===== config.mk =====
export PLATFORM = sky130hd
export DESIGN_NAME = uart_bus_bridge_flat
export DESIGN_NICKNAME = d
export VERILOG_FILES = /design/src/rtl/uart_bridge_pkg.sv /design/src/rtl/uart_bus_bridge_if.sv /design/src/rtl/uart_byte_rx.sv /design/src/rtl/uart_bus_bridge.sv /design/src/flat_wrapper.sv
export SDC_FILE = /design/constraint.sdc
export NUM_CORES = 1
export LEC_CHECK = 0
export BUFFER_PORTS_ARGS = -buffer_cell sky130_fd_sc_hd__clkbuf_2
export CAP_MARGIN = 5
export CORE_AREA = 5 5 93 78
export CTS_CLUSTER_SIZE = 12
export DETAILED_ROUTE_END_ITERATION = 7
export DIE_AREA = 0 0 98 83
export PLACE_DENSITY = 0.74
export SYNTH_ARGS = -nofsm -noshare
export SYNTH_HDL_FRONTEND = slang
export SYNTH_SLANG_ARGS = --single-unit

===== constraint.sdc =====
create_clock -name clk -period 3.1 [get_ports clk]
set_input_delay 0.465 -clock clk [delete_from_list [all_inputs] [get_ports clk]]
set_output_delay 0.465 -clock clk [all_outputs]
set_load 0.01 [all_outputs]

===== src/rtl/uart_bridge_pkg.sv =====
// Shared constants and state encodings for the serial-to-bus debug bridge.
// Optional bus timeout is enabled by defining BUS_TIMEOUT_EN.
package uart_bridge_pkg;

   localparam int OVERSAMPLE = 16;
   localparam int TICK_W     = $clog2(OVERSAMPLE);

   localparam logic [7:0] CMD_READ  = 8'h52;
   localparam logic [7:0] CMD_WRITE = 8'h57;
   localparam logic [7:0] RSP_OK    = 8'h4B;
   localparam logic [7:0] RSP_ERR   = 8'h3F;

   typedef enum logic [2:0] {
      ST_IDLE,
      ST_ADDR_HI,
      ST_ADDR_LO,
      ST_DATA,
      ST_BUS,
      ST_RESP
   } cmd_state_t;

   typedef enum logic [1:0] {
      RX_IDLE,
      RX_START,
      RX_DATA,
      RX_STOP
   } rx_state_t;

endpackage


===== src/rtl/uart_bus_bridge_if.sv =====
// Initiator-side bus of the bridge: request/RW/address/write data out,
// acknowledge and read data back from the addressed target.
interface uart_bus_bridge_if;

   logic        o_bus_req;
   logic        o_RW;
   logic [15:0] o_addr;
   logic [7:0]  o_wdata;
   logic        i_bus_ack;
   logic [7:0]  i_rdata;

   modport master (
      output o_bus_req, o_RW, o_addr, o_wdata,
      input  i_bus_ack, i_rdata
   );

   modport slave (
      input  o_bus_req, o_RW, o_addr, o_wdata,
      output i_bus_ack, i_rdata
   );

endinterface


===== src/rtl/uart_byte_rx.sv =====
// 16x-oversampled UART receiver with input synchronizer; emits a one-cycle
// rx_valid with the byte, or a one-cycle frame_err when the stop bit is 0.
module uart_byte_rx
   import uart_bridge_pkg::*;
(
   input  logic       clk,
   input  logic       reset,
   input  logic       tick,
   input  logic       rx_line,
   output logic       rx_valid,
   output logic [7:0] rx_byte,
   output logic       frame_err
);

   logic              sync1, sync2, rx_prev;
   rx_state_t         state, state_nx;
   logic [TICK_W-1:0] tick_cnt, tick_cnt_nx;
   logic [2:0]        bit_cnt, bit_cnt_nx;
   logic [7:0]        shift, shift_nx;
   logic              valid_nx, err_nx;

   // NOTE: sequential state uses non-blocking assignments so every register
   // samples the pre-edge values, independent of statement order.
   always_ff @(posedge clk or posedge reset) begin
      if (reset) begin
         sync1     <= 1'b1;
         sync2     <= 1'b1;
         rx_prev   <= 1'b1;
         state     <= RX_IDLE;
         tick_cnt  <= '0;
         bit_cnt   <= '0;
         shift     <= '0;
         rx_valid  <= 1'b0;
         frame_err <= 1'b0;
      end else begin
         sync1     <= rx_line;
         sync2     <= sync1;
         rx_prev   <= sync2;
         state     <= state_nx;
         tick_cnt  <= tick_cnt_nx;
         bit_cnt   <= bit_cnt_nx;
         shift     <= shift_nx;
         rx_valid  <= valid_nx;
         frame_err <= err_nx;
      end
   end

   // NOTE: every output of this block gets a default first; a path that
   // leaves one unassigned would infer a latch.
   always_comb begin
      state_nx    = state;
      tick_cnt_nx = tick_cnt;
      bit_cnt_nx  = bit_cnt;
      shift_nx    = shift;
      valid_nx    = 1'b0;
      err_nx      = 1'b0;
      case (state)
         RX_IDLE: begin
            if (rx_prev && !sync2) begin
               state_nx    = RX_START;
               tick_cnt_nx = '0;
            end
         end
         RX_START: begin
            // Mid-start re-check rejects glitches shorter than half a bit.
            if (tick) begin
               tick_cnt_nx = tick_cnt + 1'b1;
               if (tick_cnt == TICK_W'(OVERSAMPLE / 2 - 1)) begin
                  tick_cnt_nx = '0;
                  bit_cnt_nx  = '0;
                  state_nx    = sync2 ? RX_IDLE : RX_DATA;
               end
            end
         end
         RX_DATA: begin
            if (tick) begin
               tick_cnt_nx = tick_cnt + 1'b1;
               if (tick_cnt == TICK_W'(OVERSAMPLE - 1)) begin
                  shift_nx   = {sync2, shift[7:1]};
                  bit_cnt_nx = bit_cnt + 1'b1;
                  if (bit_cnt == 3'd7) state_nx = RX_STOP;
               end
            end
         end
         RX_STOP: begin
            if (tick) begin
               tick_cnt_nx = tick_cnt + 1'b1;
               if (tick_cnt == TICK_W'(OVERSAMPLE - 1)) begin
                  state_nx = RX_IDLE;
                  valid_nx = sync2;
                  err_nx   = !sync2;
               end
            end
         end
         default: state_nx = RX_IDLE;
      endcase
   end

   assign rx_byte = shift;

endmodule


===== src/rtl/uart_bus_bridge.sv =====
// Serial-to-bus initiator: 'R'/'W' host commands become single bus cycles and
// each is answered with one byte. Define BUS_TIMEOUT_EN to bound the ack wait.
module uart_bus_bridge
   import uart_bridge_pkg::*;
#(
   parameter int CLOCK_DIVISOR = 289
`ifdef BUS_TIMEOUT_EN
   , parameter int TIMEOUT_CYCLES = 1024
`endif
) (
   input  logic              clk,
   input  logic              reset,
   input  logic              i_UART_TX,
   output logic              o_UART_RX,
   uart_bus_bridge_if.master bus,
   output logic              o_busy,
   output logic              o_frame_err
);

   localparam int DIV_W = (CLOCK_DIVISOR > 1) ? $clog2(CLOCK_DIVISOR) : 1;

   logic [DIV_W-1:0]  div_cnt;
   logic              tick;
   logic              rx_valid;
   logic [7:0]        rx_byte;
   cmd_state_t        state, state_nx;
   logic              rw;
   logic [15:0]       addr;
   logic [7:0]        wdata;
   logic [7:0]        rsp_byte;
   logic [9:0]        tx_shift;
   logic [TICK_W-1:0] tx_tick_cnt;
   logic [3:0]        tx_bit_cnt;
   logic              tx_last;
   logic              timeout;
   logic              bus_req;
   logic              busy;
   logic              is_cmd;

   always_ff @(posedge clk or posedge reset) begin
      if (reset) begin
         div_cnt <= '0;
         tick    <= 1'b0;
      end else if (div_cnt == DIV_W'(CLOCK_DIVISOR - 1)) begin
         div_cnt <= '0;
         tick    <= 1'b1;
      end else begin
         div_cnt <= div_cnt + 1'b1;
         tick    <= 1'b0;
      end
   end

   uart_byte_rx u_rx (
      .clk       (clk),
      .reset     (reset),
      .tick      (tick),
      .rx_line   (i_UART_TX),
      .rx_valid  (rx_valid),
      .rx_byte   (rx_byte),
      .frame_err (o_frame_err)
   );

`ifdef BUS_TIMEOUT_EN
   logic [10:0] to_cnt;

   always_ff @(posedge clk or posedge reset) begin
      if (reset)                to_cnt <= '0;
      else if (state == ST_BUS) to_cnt <= to_cnt + 1'b1;
      else                      to_cnt <= '0;
   end

   assign timeout = (state == ST_BUS) && (to_cnt == 11'(TIMEOUT_CYCLES - 1));
`else
   assign timeout = 1'b0;
`endif

   assign is_cmd  = (rx_byte == CMD_READ) || (rx_byte == CMD_WRITE);
   assign tx_last = tick && (tx_tick_cnt == TICK_W'(OVERSAMPLE - 1)) &&
                    (tx_bit_cnt == 4'd1);

   always_ff @(posedge clk or posedge reset) begin
      if (reset) state <= ST_IDLE;
      else       state <= state_nx;
   end

   // Bytes arriving in BUS/RESP fall through untouched; the receiver keeps
   // framing on its own, so the next command still lines up.
   always_comb begin
      state_nx = state;
      bus_req  = 1'b0;
      busy     = 1'b1;
      rsp_byte = RSP_ERR;
      case (state)
         ST_IDLE: begin
            busy = 1'b0;
            if (rx_valid && is_cmd) state_nx = ST_ADDR_HI;
         end
         ST_ADDR_HI: if (rx_valid) state_nx = ST_ADDR_LO;
         ST_ADDR_LO: if (rx_valid) state_nx = rw ? ST_BUS : ST_DATA;
         ST_DATA:    if (rx_valid) state_nx = ST_BUS;
         ST_BUS: begin
            bus_req = 1'b1;
            // Ack takes priority over a timeout landing on the same edge.
            if (bus.i_bus_ack) begin
               rsp_byte = rw ? bus.i_rdata : RSP_OK;
               state_nx = ST_RESP;
            end else if (timeout) begin
               state_nx = ST_RESP;
            end
         end
         ST_RESP: if (tx_last) state_nx = ST_IDLE;
         default: state_nx = ST_IDLE;
      endcase
   end

   always_ff @(posedge clk or posedge reset) begin
      if (reset) begin
         rw          <= 1'b1;
         addr        <= '0;
         wdata       <= '0;
         tx_shift    <= '1;
         tx_tick_cnt <= '0;
         tx_bit_cnt  <= '0;
      end else begin
         case (state)
            ST_IDLE:    if (rx_valid && is_cmd) rw <= (rx_byte == CMD_READ);
            ST_ADDR_HI: if (rx_valid) addr[15:8] <= rx_byte;
            ST_ADDR_LO: if (rx_valid) addr[7:0]  <= rx_byte;
            ST_DATA:    if (rx_valid) wdata      <= rx_byte;
            ST_BUS: begin
               if (bus.i_bus_ack || timeout) begin
                  tx_shift    <= {1'b1, rsp_byte, 1'b0};
                  tx_tick_cnt <= '0;
                  tx_bit_cnt  <= 4'd10;
               end
            end
            ST_RESP: begin
               if (tick) begin
                  tx_tick_cnt <= tx_tick_cnt + 1'b1;
                  if (tx_tick_cnt == TICK_W'(OVERSAMPLE - 1)) begin
                     tx_shift   <= {1'b1, tx_shift[9:1]};
                     tx_bit_cnt <= tx_bit_cnt - 1'b1;
                  end
               end
            end
            default: ;
         endcase
      end
   end

   assign o_UART_RX     = tx_shift[0];
   assign o_busy        = busy;
   assign bus.o_bus_req = bus_req;
   assign bus.o_RW      = rw;
   assign bus.o_addr    = addr;
   assign bus.o_wdata   = wdata;

endmodule


===== src/flat_wrapper.sv =====
// flat-port wrapper written by rule: the top's interface ports become plain ports
module uart_bus_bridge_flat import uart_bridge_pkg::*;
#(
   parameter int CLOCK_DIVISOR = 289

)
  (clk, reset, i_UART_TX, o_UART_RX, o_busy, o_frame_err, bus_o_bus_req, bus_o_RW, bus_o_addr, bus_o_wdata, bus_i_bus_ack, bus_i_rdata);
  uart_bus_bridge_if bus_i ();
  input  logic clk;
  input  logic reset;
  input  logic i_UART_TX;
  output logic o_UART_RX;
  output logic o_busy;
  output logic o_frame_err;
  output wire logic [$bits(bus_i.o_bus_req)-1:0] bus_o_bus_req;
  output wire logic [$bits(bus_i.o_RW)-1:0] bus_o_RW;
  output wire logic [$bits(bus_i.o_addr)-1:0] bus_o_addr;
  output wire logic [$bits(bus_i.o_wdata)-1:0] bus_o_wdata;
  input wire logic [$bits(bus_i.i_bus_ack)-1:0] bus_i_bus_ack;
  input wire logic [$bits(bus_i.i_rdata)-1:0] bus_i_rdata;
  assign bus_o_bus_req = bus_i.o_bus_req;
  assign bus_o_RW = bus_i.o_RW;
  assign bus_o_addr = bus_i.o_addr;
  assign bus_o_wdata = bus_i.o_wdata;
  assign bus_i.i_bus_ack = bus_i_bus_ack;
  assign bus_i.i_rdata = bus_i_rdata;
  uart_bus_bridge #(.CLOCK_DIVISOR(CLOCK_DIVISOR)) u_core (.clk(clk), .reset(reset), .i_UART_TX(i_UART_TX), .o_UART_RX(o_UART_RX), .bus(bus_i), .o_busy(o_busy), .o_frame_err(o_frame_err));
endmodule

* After elaboration in Yosys (flattened, before gate mapping)
Index checks and enable logic that the tools add are counted.
** Word-level totals
- Word-level logic and storage cells :: 129
- Flip-flop bits (word level) :: 78
** Operators by class
- Add/sub/neg operators :: 5
- Reduce and logical (&&, ||, !) cells :: 22
- Mux-type cells :: 50
- Equal/unequal tests :: 33
** Operators with widths (number)
- 2-to-1 mux 4 bit :: 9
- 2-to-1 mux 3 bit :: 11
- 2-to-1 mux 10 bit :: 3
- one-hot mux 10 bit (2 select lines) :: 1
- 2-to-1 mux 2 bit :: 9
- != test 2 bit (second input constant) :: 9
- one-hot mux 3 bit (6 select lines) :: 1
- == test 8 x 7 -> 1 bit (second input constant) :: 2
- != test 2 x 1 -> 1 bit (second input constant) :: 8
- one-hot mux 4 bit (2 select lines) :: 2
- one-hot mux 4 bit (3 select lines) :: 1
- adder 9 x 1 -> 9 bit (second input constant) :: 1
- == test 3 bit (second input constant) :: 3
- == test 9 bit (second input constant) :: 1
- 2-to-1 mux 1 bit :: 9
- 2-to-1 mux 9 bit :: 1
- AND reduction 3 bit :: 3
- adder 4 x 1 -> 4 bit (second input constant) :: 2
- == test 4 bit (second input constant) :: 2
- 2-to-1 mux 8 bit :: 1
- one-hot mux 2 bit (4 select lines) :: 1
- AND reduction 2 bit :: 4
- AND reduction 8 bit :: 1
- == test 3 x 2 -> 1 bit (second input constant) :: 2
- 18 further kinds :: 23

* Depth between registers and ports, before layout
- Word-level depth :: 5
- Depth in mapped cells :: 7
- Gate-level depth less buffers :: 5

* Cells and area by module
From an unflattened synthesis, not the netlist that was laid out.
** Unflattened totals
- Cell total of the unflattened synthesis :: 305
- Area, all modules :: 3657.3 µm²
** By module, submodules not included
- uart_bus_bridge :: area each 2593.7 µm², times used 1, cells each 219, seq. area each 1388.8 µm²
- uart_byte_rx :: area each 1063.5 µm², times used 1, cells each 86, seq. area each 554.3 µm²

* Worst setup path after synthesis
OpenSTA, ideal clock, no wires.
- Path type :: reg2reg
- Start :: reg u_core.u_rx.shift[7], in the netlist u_core.u_rx.rx_byte[7]
- End :: reg u_core.state[1]
- Setup time :: 101 ps
- Buffers on the path :: 0
- Stages on the path, launching flop included :: 5
- Slack :: 1486 ps
- Arrival :: 1513 ps
- Path through :: dfrtp_1 -> or4b_4 -> nor4b_4 -> nor3_1 -> nor4_1
** Between the ends
- Longest elaborated chain between the ends :: 5
** Ends and longest elaborated chain
- start: declaration :: line uart_byte_rx.sv:19 : logic [7:0] shift, shift_nx;
- start signal: assignment :: line uart_byte_rx.sv:42 : shift <= shift_nx;
- == test 8 x 7 -> 1 bit :: line uart_bus_bridge.sv:77 : assign is_cmd = (rx_byte == CMD_READ) || (rx_byte == CMD_WRITE);
- logical OR 1 bit (*) :: line uart_bus_bridge.sv:77
- logical AND 1 bit (*) :: line uart_bus_bridge.sv:96 : if (rx_valid && is_cmd) state_nx = ST_ADDR_HI;
- != test 2 x 1 -> 1 bit (no line) (*)
- AND reduction 6 bit (no line) (*)
- end signal: assignment :: line uart_bus_bridge.sv:83 : else state <= state_nx;
- end: declaration :: line uart_bus_bridge.sv:26 : cmd_state_t state, state_nx;
Every way passes the cells marked *; elsewhere a longest branch is shown, timed or not.
A chain may end at the register's enable or synchronous reset.

* Worst setup path in the final report
- Start :: reg u_core.u_rx.tick_cnt[3]
- End :: reg u_core.u_rx.shift[1], in the netlist u_core.u_rx.rx_byte[1]
** Between the ends
- Longest elaborated chain between the ends :: 2
** Ends and longest elaborated chain
- start: declaration :: line uart_byte_rx.sv:17 : logic [TICK_W-1:0] tick_cnt, tick_cnt_nx;
- start signal: assignment :: line uart_byte_rx.sv:40 : tick_cnt <= tick_cnt_nx;
- == test 4 bit :: line uart_byte_rx.sv:78 : if (tick_cnt == TICK_W'(OVERSAMPLE - 1)) begin
- AND reduction 3 bit (no line)
No other way between the ends.

==> out/results.tsv <==
stage	metric	value	unit
global_routing	grt_first_pass_wirelength	10.7	mm
logic_synthesis	synth_compound_area_share	7.34	%
routing	drc	0	
timing	skew	0.00844	ns
placed_design	io_buffers	40	
clocking	cts-resized-gates	0	
setup_path	reg2reg_from	u_core.u_rx.tick_cnt[3]$_DFFE_PP0P_	
routing	vias	2268	
global_routing	grt_pass1_vias	2284	
setup_path	cp_data_required_time	3.33	ns
timing	slew_violations	0	
clocking	clock-sinks	77	
logic_synthesis	syn_inst	293	
timing	tightest_slew	0.929	ns
timing	min_period	2.07	ns
routing	routed_wl	6.05	mm
flow_run	max_cap_viol_count	0	
clocking	cts-root-buf	clkbuf_8	
timing	fin_tns_setup	0	ns
logic_synthesis	synth_top_family_by_area	simple AND/OR/NAND/NOR gates	
global_routing	grtUsageTotal	16.0	%
setup_path	criticalPathCategory	register to register	
cells_and_area	syn_to_final_growth	13.5	%
setup_path	slowest_stage	nor2_1	
placed_design	gp_congestion	0.773	
min_path	min_delay_path_depth	1	
timing	rsz0062_at_grt	false	
setup_path	crit_path_start_kind	register	
clocking	clk_pin_slew_worst_paths	0.08	ns
logic_synthesis	synth_fa_ha_area_share	2.89	%
cells_and_area	antenna_cells	0	
timing	timing.final.crit_share	66.9	%
logic_synthesis	synth-seq-cells	77	
floorplan	initial_core_util	55.7	%
logic_synthesis	synth_top_cells_by_count	64 x dfrtp_1, 33 x mux2_2, 23 x nor2_1, 15 x nand2_1, 15 x nand3_1	
logic_synthesis	avgSynthCellArea	11.8	um2
pwr	vdd_drop_max	0.343	mV
placed_design	post-dp-hpwl	4.15	mm
timing	setup_slack	1.03	ns
logic_synthesis	ys_seq_area_share	56.2	%
floorplan	die_y	83	um
logic_synthesis	synth_ff_type	dfrtp_1	
timing	hold_viol	0	
setup_path	worstPathArrival	2.30	ns
logic_synthesis	synth_top_area_cell	dfrtp_1	
clocking	cts_setup_buffers	0	
clocking	cts_hold_buf	0	
timing	slew_headroom	38.0	%
routing	viasPerCell	5.39	
clocking	h-tree-depth	3	
placed_design	post-place-ws	1.06	ns
logic_synthesis	synthSimpleGateAreaFrac	16.1	%
run_status	outcome	completed	
setup_path	r2r_setup_slack	1.03	ns
clocking	cts_tree	built	
floorplan	dieArea	8130	um2
floorplan	die_w	98	um
setup_path	crit_family	simple AND/OR/NAND/NOR gates	
pwr	p_per_area	474	nW/um2
global_routing	antenna_found_initial	0	
setup_path	reg2reg_depth	4	
global_routing	grt_max_degree	78	
setup_path	slowest_delay	0.73	ns
logic_synthesis	netlist_area	3460	um2
cells_and_area	final_nets	352	
setup_path	path_cells	and2_1, nand4_1, nor2_1, mux2_2	
setup_path	cp.depth	4	
pwr	leakage	0.00186	uW
logic_synthesis	synth_xor_area_share	3.04	%
clocking	insertion_delay	0.34	ns
setup_path	crit_path_end	u_core.u_rx.rx_byte[1]$_DFFE_PP0P_	
cells_and_area	drive_gt1_share	31.8	%
floorplan	coreArea	6210	um2
logic_synthesis	muxShareOfSynthArea	11.6	%
min_path	min_path_type	input pin to register	
logic_synthesis	synth_edf_count	0	
routing	drt_first_pass_iters	4	
setup_path	r2r_end	u_core.u_rx.rx_byte[1]$_DFFE_PP0P_	
clocking	numCtsBuffers	9	
clocking	clk_path_buf_depth	2	
logic_synthesis	netlist.area_leader.share	46.3	%
logic_synthesis	yosys_warnings	0	
timing	fmax	482	MHz
setup_path	worst_setup_path_end_kind	register	
floorplan	rows	26	
timing	finalSetupViolCount	0	
logic_synthesis	synth_fp_nets	313	
global_routing	grt-ovfl-total	0	
setup_path	cp.buffers_inverters	0	
setup_path	worst-path-max-fanout	11	
routing	drtIter0Drc	73	
setup_path	crit_start	u_core.u_rx.tick_cnt[3]$_DFFE_PP0P_	
routing	wl_per_cell	14.4	um
logic_synthesis	synth_most_common_cell	dfrtp_1	
logic_synthesis	ys_types	43	
floorplan	io_pins	41	
routing	antenna_left	0	
logic_synthesis	synth_area_leaders	dfrtp_1 46%, mux2_2 11%, dfstp_2 9.9%	
logic_synthesis	async_reset_ff_share	100	%
-- power breakdown --
part	leakage, uW	switching (uW)	internal (uW)
Sequential	0.000974	14.3	1010
Combinational	0.000783	29.4	16.3
Clock	0.000107	339	450
Total	0.00186	382	1480
-- registers in the layout (all words and copies together) (netlist names), 4 cells and up, named ones only --
| name | count |
|---|---|
| u_core.bus.o_addr | 16 |
| u_core.bus.o_wdata | 8 |
| u_core.div_cnt | 9 |
| u_core.tx_bit_cnt | 4 |
| u_core.tx_shift | 9 |
| u_core.tx_tick_cnt | 4 |
| u_core.u_rx.rx_byte | 8 |
| u_core.u_rx.tick_cnt | 4 |
-- per-layer routing --
| layer | vias to the layer above | wire length (um) | GRT usage, % |
|---|---|---|---|
| met5 | - | 0 | 0 |
| met3 | 6 | 312 | 5.86 |
| met2 | 43 | 2850 | 25.6 |
| met1 | 1100 | 2830 | 20.6 |
| li1 | 1119 | - | - |
| met4 | 0 | 52 | 4.28 |
-- worst register-to-register path: stages (launching register included) --
cell and delay, ns:
dfrtp_1 0.47, and2_1 0.20, nand4_1 0.14, nor2_1 0.73
mux2_2 0.42
-- cells by family (layout without fill, tap and decap cells) --
family	Yosys count	in the layout
AOI/OAI and AO/OA	41	41
buffers and inverters	24	68
DFF	77	77
and+or+nand+nor	95	95
adders and majority gates	8	8
xor gates and xnor gates	12	12
muxes	36	36
-- placed cells by master (no fill, tap or decap), drive strengths merged, types with 8 or more instances in the layout --
master  count
nor2       23
clkbuf     51
dfrtp      64
o21ai      12
dfstp      13
inv        10
a21oi       9
nand3      15
mux2       33
ha          8
nand2      15
-- stage by stage --
stage	total power (uW)	area (um2)	utilization, %	hold WS [ns]	instances
after floorplan	1070	3460	-	0.345	293
after global placement	1090	3720	59.9	0.346	405
after detailed placement	1090	3720	59.9	0.347	405
after CTS	1890	3930	63.2	0.175	421
after global routing	1940	3930	63.2	0.183	421
final	1860	3930	63.2	0.200	421
-- layout make-up --
cell class | instances | area (um2)
clock buffers | 11 | 131
repair buffers | 42 | 215
fillers | 505 | 2290
flip-flops and latches | 77 | 1940
clock inverters | 5 | 75.1
multi-input cells | 192 | 1420
inverters | 10 | 37.5
well taps | 84 | 105
-- worst min path at each step --
stage / slack, ns / start / endpoint
after global placement: 0.35 / u_core.u_rx.sync1$_DFF_PP1_ / u_core.u_rx.sync2$_DFF_PP1_
final: 0.20 / i_UART_TX / u_core.u_rx.sync1$_DFF_PP1_
after global routing: 0.18 / i_UART_TX / u_core.u_rx.sync1$_DFF_PP1_
after detailed placement: 0.35 / u_core.u_rx.sync1$_DFF_PP1_ / u_core.u_rx.sync2$_DFF_PP1_
after CTS: 0.18 / i_UART_TX / u_core.u_rx.sync1$_DFF_PP1_
after floorplan: 0.35 / u_core.u_rx.sync1$_DFF_PP1_ / u_core.u_rx.sync2$_DFF_PP1_
(Power assumes the default switching activity.)
